## config.mk

```make
export PLATFORM = sky130hd
export DESIGN_NAME = dmem_arbiter_flat
export DESIGN_NICKNAME = d
export VERILOG_FILES = /design/src/rtl/dmem_arbiter_if.sv /design/src/rtl/dmem_arbiter.sv /design/src/flat_wrapper.sv
export SDC_FILE = /design/constraint.sdc
export NUM_CORES = 1
export LEC_CHECK = 0
export BUFFER_PORTS_ARGS = -buffer_cell sky130_fd_sc_hd__buf_2
export CAP_MARGIN = 20
export CORE_AREA = 2 2 119 121
export DETAILED_ROUTE_END_ITERATION = 7
export DIE_AREA = 0 0 121 123
export HOLD_SLACK_MARGIN = 0.05
export PLACE_DENSITY_LB_ADDON = 0.2
export SETUP_SLACK_MARGIN = 0.02
export SLEW_MARGIN = 20
export SYNTH_ARGS = -nofsm -noshare
export SYNTH_HDL_FRONTEND = slang
export SYNTH_SLANG_ARGS = --single-unit
```

## constraint.sdc

```tcl
create_clock -name clk_core -period 2.05 [get_ports clk_core]
set_input_delay 0 -clock clk_core [delete_from_list [all_inputs] [get_ports clk_core]]
set_output_delay 0 -clock clk_core [all_outputs]
set_load 0.02 [all_outputs]
```

## src/rtl/dmem_arbiter_if.sv

```systemverilog
// Purpose : bundles the CPU, external-master and DATA_MEM signal groups of the data-memory arbiter.
// Latency : wires only; read data on mem_rdata follows its access by one clk_core cycle.
// Backpr. : CPU is held off with cpu_stall, external master waits for ext_gnt; the BRAM never stalls.
//
// Modports:
//   slave  - the arbiter: it serves the requesters and drives the BRAM port.
//   master - the surroundings: CPU, external master and the BRAM itself.
// Signal groups:
//   cpu_*  request (req/we/addr/wdata), stall, read response (rvalid/rdata)
//   ext_*  request (req/we/addr/wdata), gnt, read response (rvalid/rdata)
//   mem_*  en/we/addr/wdata to the BRAM, rdata back with one cycle latency
interface dmem_arbiter_if #(
    parameter int ADDR_W = 32,
    parameter int DATA_W = 32
);
    localparam int BE_W = DATA_W / 8;

    // CPU side (requester 0)
    logic              cpu_req;
    logic [BE_W-1:0]   cpu_we;
    logic [ADDR_W-1:0] cpu_addr;
    logic [DATA_W-1:0] cpu_wdata;
    logic              cpu_stall;
    logic              cpu_rvalid;
    logic [DATA_W-1:0] cpu_rdata;

    // External master side (requester 1)
    logic              ext_req;
    logic [BE_W-1:0]   ext_we;
    logic [ADDR_W-1:0] ext_addr;
    logic [DATA_W-1:0] ext_wdata;
    logic              ext_gnt;
    logic              ext_rvalid;
    logic [DATA_W-1:0] ext_rdata;

    // DATA_MEM block RAM port
    logic              mem_en;
    logic [BE_W-1:0]   mem_we;
    logic [ADDR_W-1:0] mem_addr;
    logic [DATA_W-1:0] mem_wdata;
    logic [DATA_W-1:0] mem_rdata;

    modport slave (
        input  cpu_req, cpu_we, cpu_addr, cpu_wdata,
        output cpu_stall, cpu_rvalid, cpu_rdata,
        input  ext_req, ext_we, ext_addr, ext_wdata,
        output ext_gnt, ext_rvalid, ext_rdata,
        output mem_en, mem_we, mem_addr, mem_wdata,
        input  mem_rdata
    );

    modport master (
        output cpu_req, cpu_we, cpu_addr, cpu_wdata,
        input  cpu_stall, cpu_rvalid, cpu_rdata,
        output ext_req, ext_we, ext_addr, ext_wdata,
        input  ext_gnt, ext_rvalid, ext_rdata,
        input  mem_en, mem_we, mem_addr, mem_wdata,
        output mem_rdata
    );
endinterface

```

## src/rtl/dmem_arbiter.sv

```systemverilog
// Purpose : shares the single-port DATA_MEM BRAM between the CPU (fixed priority) and an external master.
// Latency : access issued combinationally in its grant cycle; read response one cycle later.
// Backpr. : CPU held with cpu_stall, ext waits for ext_gnt; starvation counter forces an ext grant after MAX_WAIT denials.
//
// Ports:
//   clk_core       core clock
//   async_reset_n  asynchronous active-low reset
//   bus            dmem_arbiter_if.slave: cpu_*, ext_* requester groups and mem_* BRAM port
// Optional build macro ARB_PERF_CNT_EN adds:
//   perf_conflict_cnt  cycles with both requesters active while running
//   perf_force_cnt     cycles where a forced ext grant overrode a CPU request
// ADDR_W/DATA_W must match the parameters of the connected interface instance.
module dmem_arbiter #(
    parameter int ADDR_W   = 32,
    parameter int DATA_W   = 32,
    parameter int MAX_WAIT = 8
) (
    input  logic          clk_core,
    input  logic          async_reset_n,
    dmem_arbiter_if.slave bus
`ifdef ARB_PERF_CNT_EN
    ,
    output logic [31:0]   perf_conflict_cnt,
    output logic [31:0]   perf_force_cnt
`endif
);

    localparam int BE_W = DATA_W / 8;
    // MAX_WAIT is limited to 1..255, so an 8-bit counter always holds it.
    localparam logic [7:0] WAIT_LIMIT = 8'(MAX_WAIT);

    // ------------------------------------------------------------------
    // Local views of the interface inputs
    // ------------------------------------------------------------------
    logic              cpu_req;
    logic [BE_W-1:0]   cpu_we;
    logic [ADDR_W-1:0] cpu_addr;
    logic [DATA_W-1:0] cpu_wdata;
    logic              ext_req;
    logic [BE_W-1:0]   ext_we;
    logic [ADDR_W-1:0] ext_addr;
    logic [DATA_W-1:0] ext_wdata;
    logic [DATA_W-1:0] mem_rdata;

    assign cpu_req   = bus.cpu_req;
    assign cpu_we    = bus.cpu_we;
    assign cpu_addr  = bus.cpu_addr;
    assign cpu_wdata = bus.cpu_wdata;
    assign ext_req   = bus.ext_req;
    assign ext_we    = bus.ext_we;
    assign ext_addr  = bus.ext_addr;
    assign ext_wdata = bus.ext_wdata;
    assign mem_rdata = bus.mem_rdata;

    // ------------------------------------------------------------------
    // State
    // ------------------------------------------------------------------
    logic       run;        // low for the first cycle after reset release
    logic [7:0] wait_cnt;   // consecutive cycles ext has been refused
    logic       rsp_valid;  // a read was issued last cycle
    logic       rsp_owner;  // 0 = CPU issued it, 1 = ext issued it

    // ------------------------------------------------------------------
    // Arbitration
    // ------------------------------------------------------------------
    logic force_ext;
    logic grant_cpu;
    logic grant_ext;
    logic read_issue;

    assign force_ext = (wait_cnt == WAIT_LIMIT);
    // CPU wins every tie except when the starvation counter has run out
    // and ext is actually asking.
    assign grant_cpu = run & cpu_req & ~(force_ext & ext_req);
    assign grant_ext = run & ext_req & ~grant_cpu;

    assign read_issue = (grant_cpu & (cpu_we == '0)) |
                        (grant_ext & (ext_we == '0));

    // ------------------------------------------------------------------
    // BRAM port mux: the winner's request goes straight to the memory,
    // an idle port is driven to all-zero.
    // ------------------------------------------------------------------
    logic              mem_en;
    logic [BE_W-1:0]   mem_we;
    logic [ADDR_W-1:0] mem_addr;
    logic [DATA_W-1:0] mem_wdata;

    always_comb begin
        mem_en    = 1'b0;
        mem_we    = '0;
        mem_addr  = '0;
        mem_wdata = '0;
        if (grant_cpu) begin
            mem_en    = 1'b1;
            mem_we    = cpu_we;
            mem_addr  = cpu_addr;
            mem_wdata = cpu_wdata;
        end else if (grant_ext) begin
            mem_en    = 1'b1;
            mem_we    = ext_we;
            mem_addr  = ext_addr;
            mem_wdata = ext_wdata;
        end
    end

    assign bus.mem_en    = mem_en;
    assign bus.mem_we    = mem_we;
    assign bus.mem_addr  = mem_addr;
    assign bus.mem_wdata = mem_wdata;

    // ------------------------------------------------------------------
    // Sequential state
    // ------------------------------------------------------------------
    always_ff @(posedge clk_core or negedge async_reset_n) begin
        if (!async_reset_n) begin
            run       <= 1'b0;
            wait_cnt  <= 8'd0;
            rsp_valid <= 1'b0;
            rsp_owner <= 1'b0;
        end else begin
            run <= 1'b1;

            // Starvation counter: counts refused ext cycles, saturates at
            // the limit so the force stays asserted until ext is served.
            if (grant_ext || !ext_req) begin
                wait_cnt <= 8'd0;
            end else if (wait_cnt != WAIT_LIMIT) begin
                wait_cnt <= wait_cnt + 8'd1;
            end

            // The BRAM answers one cycle after the access; remember who
            // asked so the answer can be steered back. Writes never answer.
            rsp_valid <= read_issue;
            rsp_owner <= grant_ext;
        end
    end

    // ------------------------------------------------------------------
    // Handshake and response outputs
    // ------------------------------------------------------------------
    logic cpu_rvalid;
    logic ext_rvalid;

    assign cpu_rvalid = rsp_valid & ~rsp_owner;
    assign ext_rvalid = rsp_valid &  rsp_owner;

    // The stall term is gated by reset so that every output is quiet while
    // reset is held, even if the CPU is already asserting a request.
    assign bus.cpu_stall  = async_reset_n & cpu_req & ~grant_cpu;
    assign bus.ext_gnt    = grant_ext;
    assign bus.cpu_rvalid = cpu_rvalid;
    assign bus.ext_rvalid = ext_rvalid;
    // Read data is only meaningful alongside its rvalid; it is zeroed
    // otherwise so the response buses stay quiet in reset and when idle.
    assign bus.cpu_rdata  = cpu_rvalid ? mem_rdata : '0;
    assign bus.ext_rdata  = ext_rvalid ? mem_rdata : '0;

`ifdef ARB_PERF_CNT_EN
    // ------------------------------------------------------------------
    // Performance counters (free-running, wrap at 2^32)
    // ------------------------------------------------------------------
    always_ff @(posedge clk_core or negedge async_reset_n) begin
        if (!async_reset_n) begin
            perf_conflict_cnt <= 32'd0;
            perf_force_cnt    <= 32'd0;
        end else begin
            if (run && cpu_req && ext_req) begin
                perf_conflict_cnt <= perf_conflict_cnt + 32'd1;
            end
            if (force_ext && cpu_req && ext_req) begin
                perf_force_cnt <= perf_force_cnt + 32'd1;
            end
        end
    end
`endif

endmodule

```

## src/flat_wrapper.sv

```systemverilog
// flat-port wrapper written by rule: the top's interface ports become plain ports
module dmem_arbiter_flat 
#(
    parameter int ADDR_W   = 32,
    parameter int DATA_W   = 32,
    parameter int MAX_WAIT = 8
)
  (clk_core, async_reset_n, bus_cpu_req, bus_cpu_we, bus_cpu_addr, bus_cpu_wdata, bus_cpu_stall, bus_cpu_rvalid, bus_cpu_rdata, bus_ext_req, bus_ext_we, bus_ext_addr, bus_ext_wdata, bus_ext_gnt, bus_ext_rvalid, bus_ext_rdata, bus_mem_en, bus_mem_we, bus_mem_addr, bus_mem_wdata, bus_mem_rdata);
  dmem_arbiter_if #(.ADDR_W(ADDR_W), .DATA_W(DATA_W)) bus_i ();
  input  logic clk_core;
  input  logic async_reset_n;
  input wire logic [$bits(bus_i.cpu_req)-1:0] bus_cpu_req;
  input wire logic [$bits(bus_i.cpu_we)-1:0] bus_cpu_we;
  input wire logic [$bits(bus_i.cpu_addr)-1:0] bus_cpu_addr;
  input wire logic [$bits(bus_i.cpu_wdata)-1:0] bus_cpu_wdata;
  output wire logic [$bits(bus_i.cpu_stall)-1:0] bus_cpu_stall;
  output wire logic [$bits(bus_i.cpu_rvalid)-1:0] bus_cpu_rvalid;
  output wire logic [$bits(bus_i.cpu_rdata)-1:0] bus_cpu_rdata;
  input wire logic [$bits(bus_i.ext_req)-1:0] bus_ext_req;
  input wire logic [$bits(bus_i.ext_we)-1:0] bus_ext_we;
  input wire logic [$bits(bus_i.ext_addr)-1:0] bus_ext_addr;
  input wire logic [$bits(bus_i.ext_wdata)-1:0] bus_ext_wdata;
  output wire logic [$bits(bus_i.ext_gnt)-1:0] bus_ext_gnt;
  output wire logic [$bits(bus_i.ext_rvalid)-1:0] bus_ext_rvalid;
  output wire logic [$bits(bus_i.ext_rdata)-1:0] bus_ext_rdata;
  output wire logic [$bits(bus_i.mem_en)-1:0] bus_mem_en;
  output wire logic [$bits(bus_i.mem_we)-1:0] bus_mem_we;
  output wire logic [$bits(bus_i.mem_addr)-1:0] bus_mem_addr;
  output wire logic [$bits(bus_i.mem_wdata)-1:0] bus_mem_wdata;
  input wire logic [$bits(bus_i.mem_rdata)-1:0] bus_mem_rdata;
  assign bus_i.cpu_req = bus_cpu_req;
  assign bus_i.cpu_we = bus_cpu_we;
  assign bus_i.cpu_addr = bus_cpu_addr;
  assign bus_i.cpu_wdata = bus_cpu_wdata;
  assign bus_cpu_stall = bus_i.cpu_stall;
  assign bus_cpu_rvalid = bus_i.cpu_rvalid;
  assign bus_cpu_rdata = bus_i.cpu_rdata;
  assign bus_i.ext_req = bus_ext_req;
  assign bus_i.ext_we = bus_ext_we;
  assign bus_i.ext_addr = bus_ext_addr;
  assign bus_i.ext_wdata = bus_ext_wdata;
  assign bus_ext_gnt = bus_i.ext_gnt;
  assign bus_ext_rvalid = bus_i.ext_rvalid;
  assign bus_ext_rdata = bus_i.ext_rdata;
  assign bus_mem_en = bus_i.mem_en;
  assign bus_mem_we = bus_i.mem_we;
  assign bus_mem_addr = bus_i.mem_addr;
  assign bus_mem_wdata = bus_i.mem_wdata;
  assign bus_i.mem_rdata = bus_mem_rdata;
  dmem_arbiter #(.ADDR_W(ADDR_W), .DATA_W(DATA_W), .MAX_WAIT(MAX_WAIT)) u_core (.clk_core(clk_core), .async_reset_n(async_reset_n), .bus(bus_i));
endmodule
```

# Yosys cells after proc, flatten, opt, wreduce, memory -nomap -nowiden
# Index checks and enable logic that the tools add are counted.
# totals
register_bits	11
in_bits	172
wordCells	39
# op_classes
addsub	1
eq_ne	2
n_mux	12
n_bitwise	15
reduce_logical	5
# ops
cell	n
two-way mux 32 bit	6
two-way mux 8 bit	2
AND 1 bit	11
adder 8 x 1 -> 8 bit, second input constant	1
== test 8 x 4 -> 1 bit, second input constant	1
zero test 4 bit	2
two-way mux 4 bit	2
inequality test 8 x 4 -> 1 bit, second input constant	1
inverter 1 bit	3
two-way mux 1 bit	2
nonzero test 2 bit	1
zero test 1 bit	1
logical OR 1 bit	1
bitwise OR 1 bit	1

# Depth between registers and ports, before layout
# logic_depth
ltp_word	8
ltp_mapped	7
ltp_nobuf	5

# Worst setup path before layout
# No wires, ideal clock.
# synth_path
path_kind	reg-to-output
start	register u_core.wait_cnt[2]
end	output bus_mem_we[2]
arrival_ns	1.835
required_time_ns	2.050
slack_ns	0.215
path_stages_with_launch	6
path_buffers	2
cell_sequence	dfrtp_1 -> or4b_4 -> o211a_1 -> buf_4 -> buf_6 -> mux2i_1
# synth_between
elab_chain_cells	8
# synth_lines
item	line_no	text
start, declared	dmem_arbiter.sv:59	logic [7:0] wait_cnt;
start signal, assigned	dmem_arbiter.sv:129	wait_cnt <= wait_cnt + 8'd1;
== test 8 x 4 -> 1 bit *	dmem_arbiter.sv:71	assign force_ext = (wait_cnt == WAIT_LIMIT);
AND 1 bit *	dmem_arbiter.sv:74	assign grant_cpu = run & cpu_req & ~(force_ext & ext_req);
inverter 1 bit *	dmem_arbiter.sv:74	
AND 1 bit *	dmem_arbiter.sv:74	
inverter 1 bit	dmem_arbiter.sv:75	assign grant_ext = run & ext_req & ~grant_cpu;
AND 1 bit	dmem_arbiter.sv:75	
two-way mux 4 bit	dmem_arbiter.sv:99	end else if (grant_ext) begin
two-way mux 4 bit *	dmem_arbiter.sv:94	if (grant_cpu) begin
end, declared	flat_wrapper.sv:27	output wire logic [$bits(bus_i.mem_we)-1:0] bus_mem_we;
# Every way passes the cells marked *; elsewhere a longest branch is shown, timed or not.

# Worst setup path after layout
# layout_path
start	register u_core.wait_cnt[2]
end	output bus_mem_wdata[4]
# layout_between
elab_chain_cells	8
# layout_lines
item	line_no	text
== test 8 x 4 -> 1 bit *	dmem_arbiter.sv:71	
AND 1 bit *	dmem_arbiter.sv:74	
inverter 1 bit *	dmem_arbiter.sv:74	
AND 1 bit *	dmem_arbiter.sv:74	
inverter 1 bit	dmem_arbiter.sv:75	
AND 1 bit	dmem_arbiter.sv:75	
two-way mux 32 bit	dmem_arbiter.sv:99	
two-way mux 32 bit *	dmem_arbiter.sv:94	
end, declared	flat_wrapper.sv:29	output wire logic [$bits(bus_i.mem_wdata)-1:0] bus_mem_wdata;
# Marked as above.

==> run metrics <==
Root Driver=clkbuf_16; clk buf depth=2; crit path DAT=between 2000 and 2500 ps; worst hold start=bus_ext_req; Critical Path Slowest Stage Cell=or4b_4; Worst Skew=0.667 ps; clock-pin slew on the worst setup and hold paths=40 ps; die area=approximately 15000 µm²; Avg Cell Area, Syn=about 8.3 µm²; first-pass GRT wire length=around 17000 µm; Netlist cell types=34; status=finished, violations left; CP delay by family, top=simple AND/OR/NAND/NOR gates; Worst setup EP type=primary output; fin. max-slew vios=0; pwr dens=around 320 nW/µm²; cell taking the most area after synthesis=a32o_1; final hold vios=0; die height=roughly 120 µm; CTS tree=done; fill cell count=approximately 1400; router iterations before antenna repair=4; violated checks=setup timing; placed cell area=3580 µm²; startpoint class of the critical path=flop; most area-consuming cells after synthesis=a32o_1, dfrtp_1, and2_1, and3_1, buf_6; FF-to-FF path depth=6; fraction of registers with async set/reset=1.00; clock sinks=11; area delta synth->final=125%; Buffers on Ports=about 310; total power=approximately 1.4 mW; VDD IR max=0.000177 V; CTS H-tree depth=1; Commonest cells post-synth=a32o_1, and2_1, and3_1; DRC Markers=0; final setup margin=-19.7 ps; Worst Path Buf+Inv=2; WHS Endpoint=u_core.wait_cnt[1]$_DFFE_PN0P_; HP Class=input pin to flop; RSZ-0062 raised after global routing=true; min cycle time layout=approximately 2100 ps; vias per inst=4.64; total CTS buffers=3; initial core utilization=0.140; FP Rows=43; placed cell count=about 690; initial antenna violation count=1; vias in the first global route=slightly above 3000; routability cong.=0.751; routed len/inst=approximately 17 µm; crit path kind=flop to primary output; all-layer global routing usage=0.142; net count after synthesis=around 400; #FFs+latches synth=11; Vias=3301; worst hold margin=just under 100 ps; Synth Instances=~230; largest net degree at the start of global routing=slightly above 50; worst-skew pair later-pin latency=between 200 and 250 ps; DRT Wirelength=roughly 12000 µm; Main synth FF type=dfrtp_1; max-cap viol count=0; post-route ant nets=0; Nets=roughly 710; max incr delay on CP=around 580 ps; Synth Cell Area=1900 µm²; Req. time, crit path=approximately 2000 ps; Die X=about 120 µm; crit-path cells=or4b_4, o211a_4, buf_12, a32o_1, buf_4; Post-synth EDFFs=0; Final Non-Filler Cells=711; Synth top area share=0.353; Static Leak=about 2.5 nW; r2r startpoint=u_core.wait_cnt[2]$_DFFE_PN0P_; R2R setup slack=roughly 270 ps; Synth warnings=0; Final Util=0.314; # IOs=~310; placed wire-length estimate=around 9100 µm; fin area=~4300 µm²; final setup fails=8; Hold Path Stages=3; Critical Path Fanout Max=32; initial DRC count=~150; RR Endpoint=u_core.wait_cnt[7]$_DFFE_PN0P_; Final period util=1.01; Crit path depth=5; FMAX=a little under 500 MHz; most common cell in the netlist=a32o_1; share of cells above drive strength 1=0.679; sequential area share after synthesis=0.145; core area=between 10000 and 15000 µm²; grt total ovfl=0
==> per-stage QoR <==
stage | setup WS [ps] | TNS (ps)
after global routing | -74.4 | -3430
after global placement | 68.9 | 0
after detailed placement | 56.8 | 0
after floorplan | 215 | 0
after CTS | -70.3 | -2600
final | -19.7 | -71.3
==> cell families (layout without fill, tap and decap cells) <==
kind of cell	after synthesis	count (layout)	synth area share
flops	11	11	0.145
simple gates	89	89	0.289
fa+ha+maj	2	2	0.0132
other cells	1	2	0.00197
compound gates	82	82	0.412
buf+inv	39	341	0.120
mux	1	1	0.00526
xor+xnor	3	3	0.0138
==> sequential cells by signal, summed over array words and instances, names as in the netlist <==
register,cells
u_core.rsp_valid,1
u_core.rsp_owner,1
u_core.wait_cnt,8
u_core.run,1
==> cells in the final DEF, fill, tap and decap left out, drive strengths merged, types with 2 or more instances in the layout <==
cell type	netlist	layout
ha	2	2
nor2	2	2
clkbuf	18	5
or3	3	3
nor4	2	2
o21ai	4	4
a211oi	2	2
o2bb2ai	2	2
a32o	67	67
nand3	5	5
inv	5	5
nand2	3	3
and3	32	32
a221oi	3	3
and2	36	36
xnor2	2	2
dfrtp	11	11
buf	16	330
==> worst register-to-register path: cells and delay by family, from the launching register on <==
kind,cells,cell delay [ps]
simple gates,1,580
buf+inv,3,430
flops,1,370
compound gates,2,280
==> final cells by class <==
class | instances | area (µm²) | area share
repair buffers | 332 | 2210 | 0.517
diodes | 1 | 2.50 | 0.000585
flip-flops and latches | 11 | 275 | 0.0643
well taps | 180 | 225 | 0.0526
inverters | 5 | 18.8 | 0.00439
clock buffers | 4 | 78.8 | 0.0184
multi-input cells | 178 | 1470 | 0.342
==> power breakdown <==
part | switching, mW | total (mW) | internal [mW]
Combinational | 0.383 | 0.773 | 0.390
Clock | 0.0982 | 0.359 | 0.261
Sequential | 0.00693 | 0.231 | 0.224
==> worst max-delay path by stage <==
stage / startpoint / endpoint / slack (ps)
final: u_core.wait_cnt[2]$_DFFE_PN0P_ / bus_mem_wdata[4] / -20
after CTS: u_core.wait_cnt[4]$_DFFE_PN0P_ / bus_mem_addr[7] / -70
after global placement: u_core.wait_cnt[2]$_DFFE_PN0P_ / bus_mem_addr[20] / 70
after floorplan: u_core.wait_cnt[2]$_DFFE_PN0P_ / bus_mem_we[2] / 220
after detailed placement: u_core.wait_cnt[2]$_DFFE_PN0P_ / bus_mem_addr[5] / 60
after global routing: u_core.wait_cnt[0]$_DFFE_PN0P_ / bus_mem_addr[4] / -70
==> layer usage <==
layer	up-vias	share of wire	routed length, µm	GRT usage
li1	1538	-	-	-
met1	1543	0.39	4870	0.174
met2	208	0.51	6370	0.268
met3	12	0.077	948	0.0152
met4	0	0.016	197	0.0298
met5	-	0	0	0
==> timing repair <==
action | CTS | global route
setup buffers | 6 | 2
hold buffers | 1 | 0
cloned | 4 | 1
hold endpoints to repair | 11 | 0
gates resized for setup | 112 | 26
pin swaps | 3 | 11
endpoints found under the setup margin | 70 | 70
Power figures use the tool's default switching activity.
